--- config.mk ---
export PLATFORM = sky130hd
export DESIGN_NAME = tt_um_serial_adder_seq
export DESIGN_NICKNAME = d
export VERILOG_FILES = /design/src/rtl/tt_um_serial_adder_seq.sv
export SDC_FILE = /design/constraint.sdc
export NUM_CORES = 1
export LEC_CHECK = 0
export ABC_AREA = 1
export CAP_MARGIN = 20
export CORE_UTILIZATION = 53
export CTS_CLUSTER_DIAMETER = 100
export DETAILED_ROUTE_END_ITERATION = 16
export PLACE_DENSITY = 0.77
export SYNTH_ARGS = -nofsm -noshare
export SYNTH_HDL_FRONTEND = slang
export SYNTH_SLANG_ARGS = --single-unit
export TNS_END_PERCENT = 20
--- constraint.sdc ---
create_clock -name clk -period 1.7 [get_ports clk]
set_input_delay 0.17 -clock clk [delete_from_list [all_inputs] [get_ports clk]]
set_output_delay 0.17 -clock clk [all_outputs]
set_load 0.01 [all_outputs]
--- src/rtl/tt_um_serial_adder_seq.sv ---
// Bit-serial adder sequencer: one full-adder slice (two half-adders plus OR)
// steps through the operands LSB first and publishes the sum with busy/done.
module tt_um_serial_adder_seq #(
  parameter int WIDTH = 8
) (
  input  logic [7:0] ui_in,
  output logic [7:0] uo_out,
  input  logic [7:0] uio_in,
  output logic [7:0] uio_out,
  output logic [7:0] uio_oe,
  input  logic       ena,
  input  logic       clk,
  input  logic       rst_n
);

  localparam int CNT_W = $clog2(WIDTH + 1);

  typedef enum logic [1:0] {
    ST_IDLE = 2'd0,
    ST_RUN  = 2'd1,
    ST_DONE = 2'd2
  } state_e;

  state_e             state_q, state_d;
  logic [WIDTH-1:0]   a_q, a_d;
  logic [WIDTH-1:0]   b_q, b_d;
  logic [WIDTH-1:0]   sa_q, sa_d;
  logic [WIDTH-1:0]   sb_q, sb_d;
  logic               c_q, c_d;
  logic [WIDTH-1:0]   s_q, s_d;
  logic [WIDTH-1:0]   r_q, r_d;
  logic               co_q, co_d;
  logic [CNT_W-1:0]   cnt_q, cnt_d;
  logic               busy_q, busy_d;
  logic               done_q, done_d;

  logic               load_a, load_b, start, load_any;
  logic               bit_h, bit_s, bit_c;
  logic [WIDTH:0]     s_cat;
  logic [7:0]         r_ext;
  logic               unused_inputs;

  assign load_a   = uio_in[0];
  assign load_b   = uio_in[1];
  assign start    = uio_in[2];
  assign load_any = load_a | load_b;

  // One full-adder step built from the half-adder pair.
  assign bit_h = sa_q[0] ^ sb_q[0];
  assign bit_s = bit_h ^ c_q;
  assign bit_c = (sa_q[0] & sb_q[0]) | (bit_h & c_q);
  assign s_cat = {bit_s, s_q};

  always_comb begin
    state_d = state_q;
    a_d     = a_q;
    b_d     = b_q;
    sa_d    = sa_q;
    sb_d    = sb_q;
    c_d     = c_q;
    s_d     = s_q;
    r_d     = r_q;
    co_d    = co_q;
    cnt_d   = cnt_q;
    busy_d  = busy_q;
    done_d  = done_q;

    if (ena) begin
      case (state_q)
        ST_IDLE, ST_DONE: begin
          if (load_a) a_d = ui_in[WIDTH-1:0];
          if (load_b) b_d = ui_in[WIDTH-1:0];
          // A load always beats a start in the same cycle.
          if (load_any) begin
            state_d = ST_IDLE;
            done_d  = 1'b0;
          end else if (start) begin
            state_d = ST_RUN;
            sa_d    = a_q;
            sb_d    = b_q;
            c_d     = 1'b0;
            s_d     = '0;
            cnt_d   = '0;
            busy_d  = 1'b1;
            done_d  = 1'b0;
          end
        end
        ST_RUN: begin
          c_d   = bit_c;
          s_d   = s_cat[WIDTH:1];
          sa_d  = sa_q >> 1;
          sb_d  = sb_q >> 1;
          cnt_d = cnt_q + 1'b1;
          if (cnt_q == CNT_W'(WIDTH - 1)) begin
            state_d = ST_DONE;
            r_d     = s_cat[WIDTH:1];
            co_d    = bit_c;
            busy_d  = 1'b0;
            done_d  = 1'b1;
          end
        end
        default: begin
          state_d = ST_IDLE;
          busy_d  = 1'b0;
          done_d  = 1'b0;
        end
      endcase
    end
  end

  always_ff @(posedge clk or negedge rst_n) begin
    if (!rst_n) begin
      state_q <= ST_IDLE;
      a_q     <= '0;
      b_q     <= '0;
      sa_q    <= '0;
      sb_q    <= '0;
      c_q     <= 1'b0;
      s_q     <= '0;
      r_q     <= '0;
      co_q    <= 1'b0;
      cnt_q   <= '0;
      busy_q  <= 1'b0;
      done_q  <= 1'b0;
    end else begin
      state_q <= state_d;
      a_q     <= a_d;
      b_q     <= b_d;
      sa_q    <= sa_d;
      sb_q    <= sb_d;
      c_q     <= c_d;
      s_q     <= s_d;
      r_q     <= r_d;
      co_q    <= co_d;
      cnt_q   <= cnt_d;
      busy_q  <= busy_d;
      done_q  <= done_d;
    end
  end

  always_comb begin
    r_ext            = '0;
    r_ext[WIDTH-1:0] = r_q;
  end

  assign uo_out  = r_ext;
  assign uio_out = {busy_q, done_q, co_q, 5'b0_0000};
  assign uio_oe  = 8'b1110_0000;

  assign unused_inputs = &{1'b0, ui_in, uio_in[7:3]};

endmodule

### After elaboration in Yosys (flattened, before gate mapping)

Index checks and enable logic that the tools add are counted.

* bitwise gates (word level): 6
* equal/unequal tests: 7
* multiplexer cells: 26
* $add $sub $neg: 1
* reductions and logical operators: 9

Operators by type and width (count)
* 2-to-1 mux 8 bit: 6
* case mux 8 bit (2 select lines): 3
* AND reduction 3 bit: 4
* 2-to-1 mux 4 bit: 2
* case mux 4 bit (2 select lines): 1
* AND reduction 4 bit: 2
* 2-to-1 mux 1 bit: 7
* 2-to-1 mux 2 bit: 3
* inequality test 2 bit, second input constant: 3
* case mux 1 bit (2 select lines): 3
* adder 4 x 1 -> 4 bit, second input constant: 1
* == test 4 x 3 -> 1 bit, second input constant: 1
* case mux 2 bit (2 select lines): 1
* inequality test 3 bit, second input constant: 1
* bitwise AND 1 bit: 2
* == test 2 x 1 -> 1 bit, second input constant: 1
* == test 2 bit, second input constant: 1
* logical NOT 2 bit: 1
* OR 1 bit: 2
* nonzero test 2 bit: 1
* OR reduction 2 bit: 1
* bitwise XOR 1 bit: 2

* bits in registers: 58
* output and inout bits: 24
* input bits: 19
* word-level logic and storage cells: 61

### Logic depth before layout (Yosys ltp)

Gate-level depths: netlist of run 1.

* depth in word-level cells: 4
* depth in mapped cells: 9
* gate-level depth less buffers: 8

### Worst setup path before layout of run 1

No wires, ideal clock.

* path kind: register -> register
* start: register cnt_q[0]
* end: register done_q
* setup slack: 404 ps
* path buffers: 1
* library setup time: 120 ps
* clock period less this slack: 1296 ps
* stages on the path, launching flop included: 9
* required time: 1580 ps
* arrival: 1176 ps
* cells stage by stage: dfrtp_1 -> ha_1 -> nand2_1 -> inv_1 -> nand2_1 -> inv_2 -> nand2_1 -> buf_2 -> nand2_1

* word-level cells in the longest chain between the ends: 3

Ends and longest elaborated chain
* start, declared: RTL line 33 `logic [CNT_W-1:0] cnt_q, cnt_d;`
* start signal, assigned: RTL line 135 `cnt_q <= cnt_d;`
* == test 4 x 3 -> 1 bit: RTL line 94 `if (cnt_q == CNT_W'(WIDTH - 1)) begin`
* inequality test 2 bit (no source line)
* AND reduction 3 bit (no source line)
* end signal, assigned: RTL line 137 `done_q <= done_d;`
* end, declared: RTL line 35 `logic done_q, done_d;`

No other way between the ends.
A chain may end at the register's enable or synchronous reset.

### Worst setup path after layout of run 1

* start: register state_q[0]
* end: register sb_q[4]

* word-level cells in the longest chain between the ends: 4
* elaborated cells between the ends (all ways): 9
* classes of those cells: eq/ne: 4; mux: 1; reduce/logical: 4

Ends and longest elaborated chain
* start, declared: RTL line 24 `state_e state_q, state_d;`
* start signal, assigned: RTL line 126 `state_q <= state_d;`
* == test 2 bit or logical NOT 2 bit (tied branches): RTL line 69 `case (state_q)`
* OR reduction 2 bit: RTL line 69
* inequality test 2 bit (no source line) or nonzero test 2 bit (tied branches)
* AND reduction 4 bit (no source line)
* end signal, assigned: RTL line 117 `sb_q <= '0;`
* end signal, assigned: RTL line 130 `sb_q <= sb_d;`
* end, declared: RTL line 28 `logic [WIDTH-1:0] sb_q, sb_d;`

Parallel ways exist; a longest one is shown, timed or not.

==> metrics.log, run 1 <==
INFO  metric core.rowCount = 25
INFO  metric die_w = 73.10 um
INFO  metric firstDrtPassIters = 4
INFO  metric critPathBufInv = 2
INFO  metric final_layout_size_suffix_gt1_frac = 0.08611
INFO  metric largest_net_degree_at_the_start_of_global_routing = 58
INFO  metric critPathSlowestCell = dfrtp_1
INFO  metric io_pins = 43
INFO  metric max_freq = 0.6872 GHz
INFO  metric layout.cell_area.non_filler = just over 3000 sq um
INFO  metric power.share.combinational = 0.252
INFO  metric clk_path_buf_depth = 2
INFO  metric dpl_cell_area = 2900 sq um
INFO  metric run_status = finished clean
INFO  metric net-switching-power = 1.507 mW
INFO  metric antenna_violations_before_repair = 0
INFO  metric share_seq_of_total_power = 0.464
INFO  metric power_density = 1444 nW/um^2
INFO  metric cpMostUsedCell = nand2_1
INFO  metric fin_crit_sh = 0.8560
INFO  metric timing.critical_path.slowest_cell_delay = 0.46 ns
INFO  metric fin_total_pwr = about 4.5 mW
INFO  metric area_growth = 16.30%
INFO  metric grtUsageMet1 = 0.2329
INFO  metric grt-ovfl-total = 0
INFO  metric crit_required = between 1.5 and 2 ns
INFO  metric cp_data_arrival_time = about 1.7 ns
INFO  metric num_antenna_cells = 0
INFO  metric finalHoldViolations = 0
INFO  metric number_of_setup_violations_in_the_final_report = 0
INFO  metric crit_type = reg2reg
INFO  metric h_tree_level_count = 3
INFO  metric grt_pass1_wl = 8397 um
INFO  metric synth_cell_type_count = 18
INFO  metric fp.dieArea = about 5300 sq um
INFO  metric maxCapViolations = 0
INFO  metric routed_wire_length_per_instance = approximately 11 um
INFO  metric worst-path-max-fanout = 14
INFO  metric number_of_buffers_inserted_during_clock_tree_synthesis = 9
INFO  metric dieHeight = between 70 and 80 um
INFO  metric gp_congestion = approximately 0.8
INFO  metric core_region_area = around 4800 sq um
INFO  metric yosys_warnings = 0
INFO  metric layout.nets = around 380
INFO  metric met2_usage = 0.3621
INFO  metric fin_tns_setup = 0 ns
INFO  metric first_iter_violations = about 160
INFO  metric post_drt_via_cell_ratio = between 4 and 5
INFO  metric routed_wire_length = 4719 um
INFO  metric setup.worst_path.end_class = register
INFO  metric pwr-share-clk = 0.284
INFO  metric tritoncts = yes
INFO  metric synth_area_per_cell = 8.167 sq um
INFO  metric syn-instance-count = around 330
INFO  metric clock_insertion_delay_worst_skew = 0.34 ns
INFO  metric clkSinkCount = 57
INFO  metric timing.clock.skew = 0.008333 ns
INFO  metric netlist_area = between 2000 and 3000 sq um
INFO  metric remaining_drc_errors = 0
INFO  metric first_global_vias = around 2000
INFO  metric fin_util = 0.6510
INFO  metric place.port_buffers = 24
INFO  metric groute.usage.overall = 0.2090
INFO  metric intPower = about 3 mW
INFO  metric maxSlewViolCount = 0
INFO  metric timing.hold.worst.class = in2async
INFO  metric cts_root_buffer = clkbuf_8
INFO  metric synth.yosys.seq_area_share = 0.5325
INFO  metric swShare = 0.3351
INFO  metric dpl.hpwl = about 3200 um
INFO  metric synth.ff_latch_count = 57
INFO  metric total_via_count_in_the_routed_design = 2079
INFO  metric grt.busiest_layer = met2
INFO  metric clk_pin_slew = ~0.060 ns
INFO  metric final_antenna_net_count = 0
INFO  metric start_util = 0.5597
INFO  metric cellLeakagePower = about 1.7 nW
INFO  metric unrepaired_setup_endpoints_after_global_routing = no
INFO  metric cpLargestDelayFamily = simple AND/OR/NAND/NOR gates
INFO  metric critical_path.cell_chain = inv_1 > nor2_4 > buf_4 > nand2_1 > nand2_1 > nand3_1 > nand2_1
INFO  metric cp-start-kind = register
INFO  metric worst_ir_drop_vdd = between 0.8 and 0.9 mV
INFO  metric layout_min_cycle_time = between 1 and 1.5 ns
INFO  metric groute.layer.met3.usage = 0.04972
-- synth_stat cells --
cell type | n | share of area
fa_1 | 1 | 0.0075
nand3_1 | 31 | 0.058
nand2_1 | 164 | 0.23
nor2_1 | 5 | 0.0070
nand3b_1 | 2 | 0.0056
inv_1 | 14 | 0.020
o21ai_0 | 16 | 0.030
ha_1 | 1 | 0.0047
buf_6 | 3 | 0.013
nand2_4 | 1 | 0.0042
conb_1 | 2 | 0.0028
nand4_1 | 1 | 0.0023
inv_2 | 2 | 0.0028
buf_4 | 21 | 0.059
nor2_4 | 2 | 0.0084
dfrtp_1 | 57 | 0.53
a21oi_4 | 1 | 0.0061
buf_2 | 4 | 0.0075
-- logic make-up after synthesis --
| family | synth area share |
|---|---|
| other | 0.002803 |
| adder cells (fa/ha/maj) | 0.01214 |
| flip-flops | 0.5325 |
| AO/OA/AOI/OAI | 0.03597 |
| AND/OR/NAND/NOR | 0.3153 |
| buffers and inverters | 0.1014 |
-- placed cells by master (no fill, tap or decap) --
master	n
nor2_1	5
nand4_1	1
conb_1	13
fa_1	1
a21oi_4	1
ha_1	1
nor2_4	2
nand3b_1	2
buf_2	1
bufinv_16	1
dlygate4sd3_1	1
buf_12	1
clkbuf_8	11
dfrtp_1	57
o21ai_0	16
nand2_1	164
clkdlybuf4s50_1	23
buf_4	7
nand2_4	1
nand3_1	31
clkinv_2	3
inv_2	2
inv_1	14
clkinv_4	1
-- worst paths after layout --
| kind | start | endpoint | slack (ns) | cells past startpoint |
|---|---|---|---|---|
| setup / recovery | state_q[0] | sb_q[4] | 0.24 | 7 |
| hold / removal | rst_n | co_q | 0.35 | 3 |
| setup reg to reg | state_q[0] | sb_q[4] | 0.24 | 7 |
| hold reg to reg | uo_out[0] | uo_out[0] | 0.47 | 2 |
| max in group asynchronous | rst_n | b_q[3] | 1.10 | 3 |
| min in group clk | ui_in[6] | a_q[6] | 0.40 | 3 |
-- layout make-up --
cell class / instances / area, sq um
inverter: 16 / 60.06
fill: 447 / 1670
clock buffer: 11 / 151.4
multi-input combinational: 238 / 1022
timing repair buffer: 33 / 317.8
sequential: 57 / 1426
clock inverter: 5 / 53.80
tap: 67 / 83.83
-- state kept, by name (all words and copies together), names as in the netlist --
register,count
s_q,7
sb_q,8
a_q,8
busy_q,1
co_q,1
done_q,1
sa_q,8
b_q,8
c_q,1
uo_out,8
state_q,2
cnt_q,4
-- repair_timing --
action | 4_1_cts | 5_1_grt
gates resized for setup | 0 | 0
endpoints found under the hold margin | 57 | 0
hold buffers | 1 | 0
setup buffers | 0 | 0
-- routing by layer --
| metal | share of wire | up-vias |
|---|---|---|
| met5 | 0 | - |
| met4 | 0.022 | 0 |
| met3 | 0.038 | 11 |
| met2 | 0.50 | 45 |
| met1 | 0.44 | 978 |
| li1 | - | 1045 |
-- worst reg2reg max path, stage by stage (launching register included) --
cell and delay [ns]:
dfrtp_1 0.46, inv_1 0.17, nor2_4 0.23, buf_4 0.25, nand2_1 0.09, nand2_1 0.07, nand3_1 0.06, nand2_1 0.07
-- per-stage QoR --
stage / hold slack (ns) / std cells / setup WS [ns]
after global placement: 0.1915 / 410 / 0.1697
after detailed placement: 0.1926 / 410 / 0.1190
after floorplan: -0.1256 / 339 / 0.4037
after global routing: 0.3897 / 427 / 0.1093
after CTS: 0.3735 / 427 / 0.2556
final: 0.3549 / 427 / 0.2448
-- power by group through the flow --
stage,clock (mW),combinational [mW],sequential [mW]
6_report,1.28,1.13,2.09
3_3_place_gp,0,1.10,2.09
4_1_cts,1.30,1.15,2.08
3_5_place_dp,0,1.14,2.10
2_1_floorplan,0,0.944,2.03
5_1_grt,1.36,1.32,2.14
Note: power is estimated with default switching activity, not from simulation.
==> inputs of run 2 (changes only) <==
--- a/config.mk
+++ b/config.mk
@@ -5,12 +5,12 @@
 export SDC_FILE = /design/constraint.sdc
 export NUM_CORES = 1
 export LEC_CHECK = 0
-export ABC_AREA = 1
 export CAP_MARGIN = 20
 export CORE_UTILIZATION = 53
 export CTS_CLUSTER_DIAMETER = 100
 export DETAILED_ROUTE_END_ITERATION = 16
-export PLACE_DENSITY = 0.77
+export GPL_ROUTABILITY_DRIVEN = 0
+export PLACE_DENSITY = 0.78
 export SYNTH_ARGS = -nofsm -noshare
 export SYNTH_HDL_FRONTEND = slang
 export SYNTH_SLANG_ARGS = --single-unit
==> run 2 against run 1 <==
Against the previous run:
- register-to-register slack got worse by 0.14 ns
- clock-buffer cell count decreased by 2
- critical path depth decreased by 3
- final cell count decreased by 32%
- critical endpoint is now uo_out[3]
==> metrics.log, run 2 <==
INFO  metric grt-ovfl-total = 0 (unchanged)
INFO  metric fin_tns_setup = 0 ns (unchanged)
INFO  metric edff_count_synth = 0 (unchanged)
INFO  metric clk_pin_slew = 0.07 ns (about the same)
INFO  metric final_layout_size_suffix_gt1_frac = 0.3108 (+0.2247)
INFO  metric synth.yosys.seq_area_share = 0.5513 (+0.01880)
INFO  metric finalHoldViolations = 0 (unchanged)
INFO  metric groute.usage.overall = 0.1992 (-0.009810)
INFO  metric tritoncts = yes
INFO  metric met2_wirelength = 2122 um (-9.8%)
INFO  metric antenna_violations_before_repair = 0 (unchanged)
INFO  metric async_reset_ff_frac = 1.000 (unchanged)
INFO  metric clkSinkCount = 57 (unchanged)
INFO  metric fp.dieArea = 5165 sq um (-3.3%)
INFO  metric setup.worst_path.end_class = register
INFO  metric synth_cell_type_count = 39 (+21)
INFO  metric post_cts_buffers = 0 (unchanged)
INFO  metric start_util = 0.5478 (-0.01192)
INFO  metric met1Wirelength = 1968 um (-5.5%)
INFO  metric first_global_vias = 1610 (-21%)
INFO  metric detailed_routed_wire_length_on_met3 = 167 um (-6.2%)
INFO  metric synth.top_cells.by_count = dfrtp_1 (57), mux2_2 (17), buf_4 (16), nand2b_1 (14), a22o_1 (11)
INFO  metric io_pins = 43 (unchanged)
INFO  metric mostFrequentLayoutCell = dfrtp_1
INFO  metric timing.clock.skew = 0.006260 ns (-0.002073 ns)
INFO  metric synthFlopType = dfrtp_1
INFO  metric unrepaired_setup_endpoints_after_global_routing = no
INFO  metric max_freq = 0.6260 GHz (-8.9%)
INFO  metric total_via_count_in_the_routed_design = 1544 (-26%)
INFO  metric remaining_drc_errors = 0 (unchanged)
INFO  metric grt_pass1_wl = 7562 um (-9.9%)
INFO  metric critical_path.cell_chain = ha_1 > and3b_1 > nand2_4 > mux2_2
INFO  metric area_growth = 19.25%
INFO  metric layout_min_cycle_time = 1.597 ns (+0.1423 ns)
INFO  metric layout.nets = 238 (-37%)
INFO  metric fin_worst_hold_slack = 0.3616 ns (+0.006704 ns)
INFO  metric clock_insertion_delay_worst_skew = 0.34 ns (about the same)
INFO  metric timing.hold.worst.class = in2async
INFO  metric num_antenna_cells = 0 (unchanged)
INFO  metric largest_net_degree_at_the_start_of_global_routing = 58 (unchanged)
INFO  metric core_region_area = 4723 sq um (-1.3%)
INFO  metric top_cells_by_area_synth = dfrtp_1 (55%), mux2_2 (7.4%), buf_4 (4.6%)
INFO  metric firstDrtPassIters = 4 (unchanged)
INFO  metric critPathBufInv = 0 (-2)
INFO  metric maxSlewViolCount = 0 (unchanged)
INFO  metric critPathSlowestCell = dfrtp_1
INFO  metric number_of_setup_violations_in_the_final_report = 0 (unchanged)
INFO  metric final_antenna_net_count = 0 (unchanged)
INFO  metric h_tree_level_count = 3 (unchanged)
INFO  metric core.rowCount = 25 (unchanged)
INFO  metric dieHeight = 71.87 um (-1.7%)
INFO  metric dpl.hpwl = 2883 um (-8.9%)
INFO  metric yosysMostFrequentCell = dfrtp_1
INFO  metric maxCapViolations = 0 (unchanged)
INFO  metric cellLeakagePower = 1.415 nW (-18%)
INFO  metric crit_type = reg2reg
INFO  metric cts_root_buffer = clkbuf_8
INFO  metric number_of_buffers_inserted_during_clock_tree_synthesis = 9 (unchanged)
INFO  metric worst-path-max-fanout = 11 (-3)
INFO  metric cp_data_arrival_time = 1.82 ns (+0.09 ns)
INFO  metric synth_top_area_share = 0.5513 (+0.01880)
INFO  metric dr.max_layer_used = met4
INFO  metric synth_area_per_cell = 13.99 sq um (+71%)
INFO  metric routed_wire_length_per_instance = 15.07 um (+36%)
INFO  metric clk_path_buf_depth = 2 (unchanged)
INFO  metric fin_util = 0.6532 (+0.002265)
INFO  metric place.port_buffers = 24 (unchanged)
INFO  metric timing.critical_path.slowest_cell_delay = 0.41 ns (-0.05 ns)
INFO  metric fin_crit_sh = 0.9397 (+0.08371)
INFO  metric layout.cells.most_common_list = dfrtp_1 (57), clkdlybuf4s50_1 (23), mux2_2 (17)
INFO  metric die_w = 71.87 um (-1.7%)
INFO  metric worst_ir_drop_vdd = 0.7968 mV (-9.4%)
INFO  metric synth.ff_latch_count = 57 (unchanged)
INFO  metric netlist_area = 2587 sq um (-3.4%)
INFO  metric post_drt_via_cell_ratio = 5.343 (+9.7%)
INFO  metric yosys_warnings = 0 (unchanged)
INFO  metric netlist.top_cell.by_area = dfrtp_1
INFO  metric run_status = finished clean
INFO  metric power_density = 1724 nW/um^2 (+19%)
INFO  metric cpLargestDelayFamily = simple AND/OR/NAND/NOR gates
INFO  metric first_iter_violations = 68 (-57%)
INFO  metric routed_wire_length = 4354 um (-7.7%)
INFO  metric cp-start-kind = register
INFO  metric dpl.cell_count = 272 (-34%)
INFO  metric crit_required = 1.92 ns (-0.06 ns)
INFO  metric filler_cell_count = 350 (-22%)
INFO  metric instances_no_fill = 289 (-32%)
INFO  metric syn-instance-count = 185 (-44%)
## run 2: cell types whose count changed after synthesis, sizes merged, moves of 14 or more
cell / previous run / this run
nand2: 165 / 8
nand3: 31 / 1
o221a: 0 / 14
nand2b: 0 / 14
mux2: 0 / 25
o21ai: 16 / 2
inv: 16 / 1
## run 2: worst paths after layout
kind                          start        end  slack, ns  cells after the start
min reg2reg                  busy_q     busy_q       0.48                      1
max                        cnt_q[0]  uo_out[3]       0.10                      4
min                           rst_n     done_q       0.36                      3
min in group clk           ui_in[0]     a_q[0]       0.48                      2
max in group asynchronous     rst_n    sb_q[5]       1.07                      3
max reg2reg                cnt_q[0]  uo_out[3]       0.10                      4
## run 2: cells by family after synthesis
logic type	count (synthesis)	synth area share
AOI/OAI and AO/OA	37	0.1344
and+or+nand+nor	37	0.1030
DFF	57	0.5513
muxes	25	0.1204
buffers and inverters	25	0.07543
adders and majority gates	2	0.01257
other	2	0.002902
## run 2: routing by layer
| metal | vias to the layer above | track usage |
|---|---|---|
| met4 | 0 | 0.1133 |
| met2 | 43 | 0.3145 |
| met5 | - | 0 |
| li1 | 709 | - |
| met1 | 784 | 0.2472 |
| met3 | 8 | 0.05626 |
## run 2: final cells by class
class / instances / area, sq um / area share
clock buffer: 9 / 123.9 / 0.04015
clock inverter: 7 / 85.08 / 0.02758
inverter: 1 / 3.754 / 0.001217
multi-input combinational: 114 / 1012 / 0.3281
sequential: 57 / 1426 / 0.4623
tap: 67 / 83.83 / 0.02717
timing repair buffer: 34 / 350.3 / 0.1135
## run 2: worst reg2reg max path, cell delays in order, from the launching register on
cell and delay, ns:
dfrtp_1 0.41, ha_1 0.24, and3b_1 0.26, nand2_4 0.21, mux2_2 0.36
## run 2: repair_timing
action,in CTS,in global routing
endpoints found under the hold margin,57,0
resized for setup,0,1
endpoints found under the setup margin,0,7
hold buffers,1,0
## run 2: where the power goes
| group | internal, mW | switching (mW) | total (mW) | leakage [nW] |
|---|---|---|---|---|
| Clock | 0.811 | 0.527 | 1.34 | 0.113 |
| Sequential | 1.94 | 0.373 | 2.31 | 0.690 |
| Combinational | 1.05 | 0.621 | 1.67 | 0.613 |
| Total | 3.80 | 1.52 | 5.32 | 1.42 |
## run 2: metrics by stage
| step | area, sq um | setup WS [ns] | power (mW) |
|---|---|---|---|
| floorplan | 2629 | 0.2341 | 3.518 |
| global placement | 2861 | 0.07107 | 3.910 |
| detailed placement | 2861 | -0.01757 | 4.012 |
| CTS | 3080 | 0.007996 | 5.364 |
| global route | 3085 | 0.03816 | 5.654 |
| finish | 3085 | 0.1025 | 5.319 |
==> inputs of run 3 (changes only) <==
--- a/config.mk
+++ b/config.mk
@@ -5,12 +5,13 @@
 export SDC_FILE = /design/constraint.sdc
 export NUM_CORES = 1
 export LEC_CHECK = 0
+export ABC_AREA = 1
 export CAP_MARGIN = 20
 export CORE_UTILIZATION = 53
 export CTS_CLUSTER_DIAMETER = 100
 export DETAILED_ROUTE_END_ITERATION = 16
 export GPL_ROUTABILITY_DRIVEN = 0
-export PLACE_DENSITY = 0.78
+export PLACE_DENSITY = 0.77
 export SYNTH_ARGS = -nofsm -noshare
 export SYNTH_HDL_FRONTEND = slang
 export SYNTH_SLANG_ARGS = --single-unit
==> results of run 3 <==
The final DEF is identical to that of run 1; final timing and power are the same.
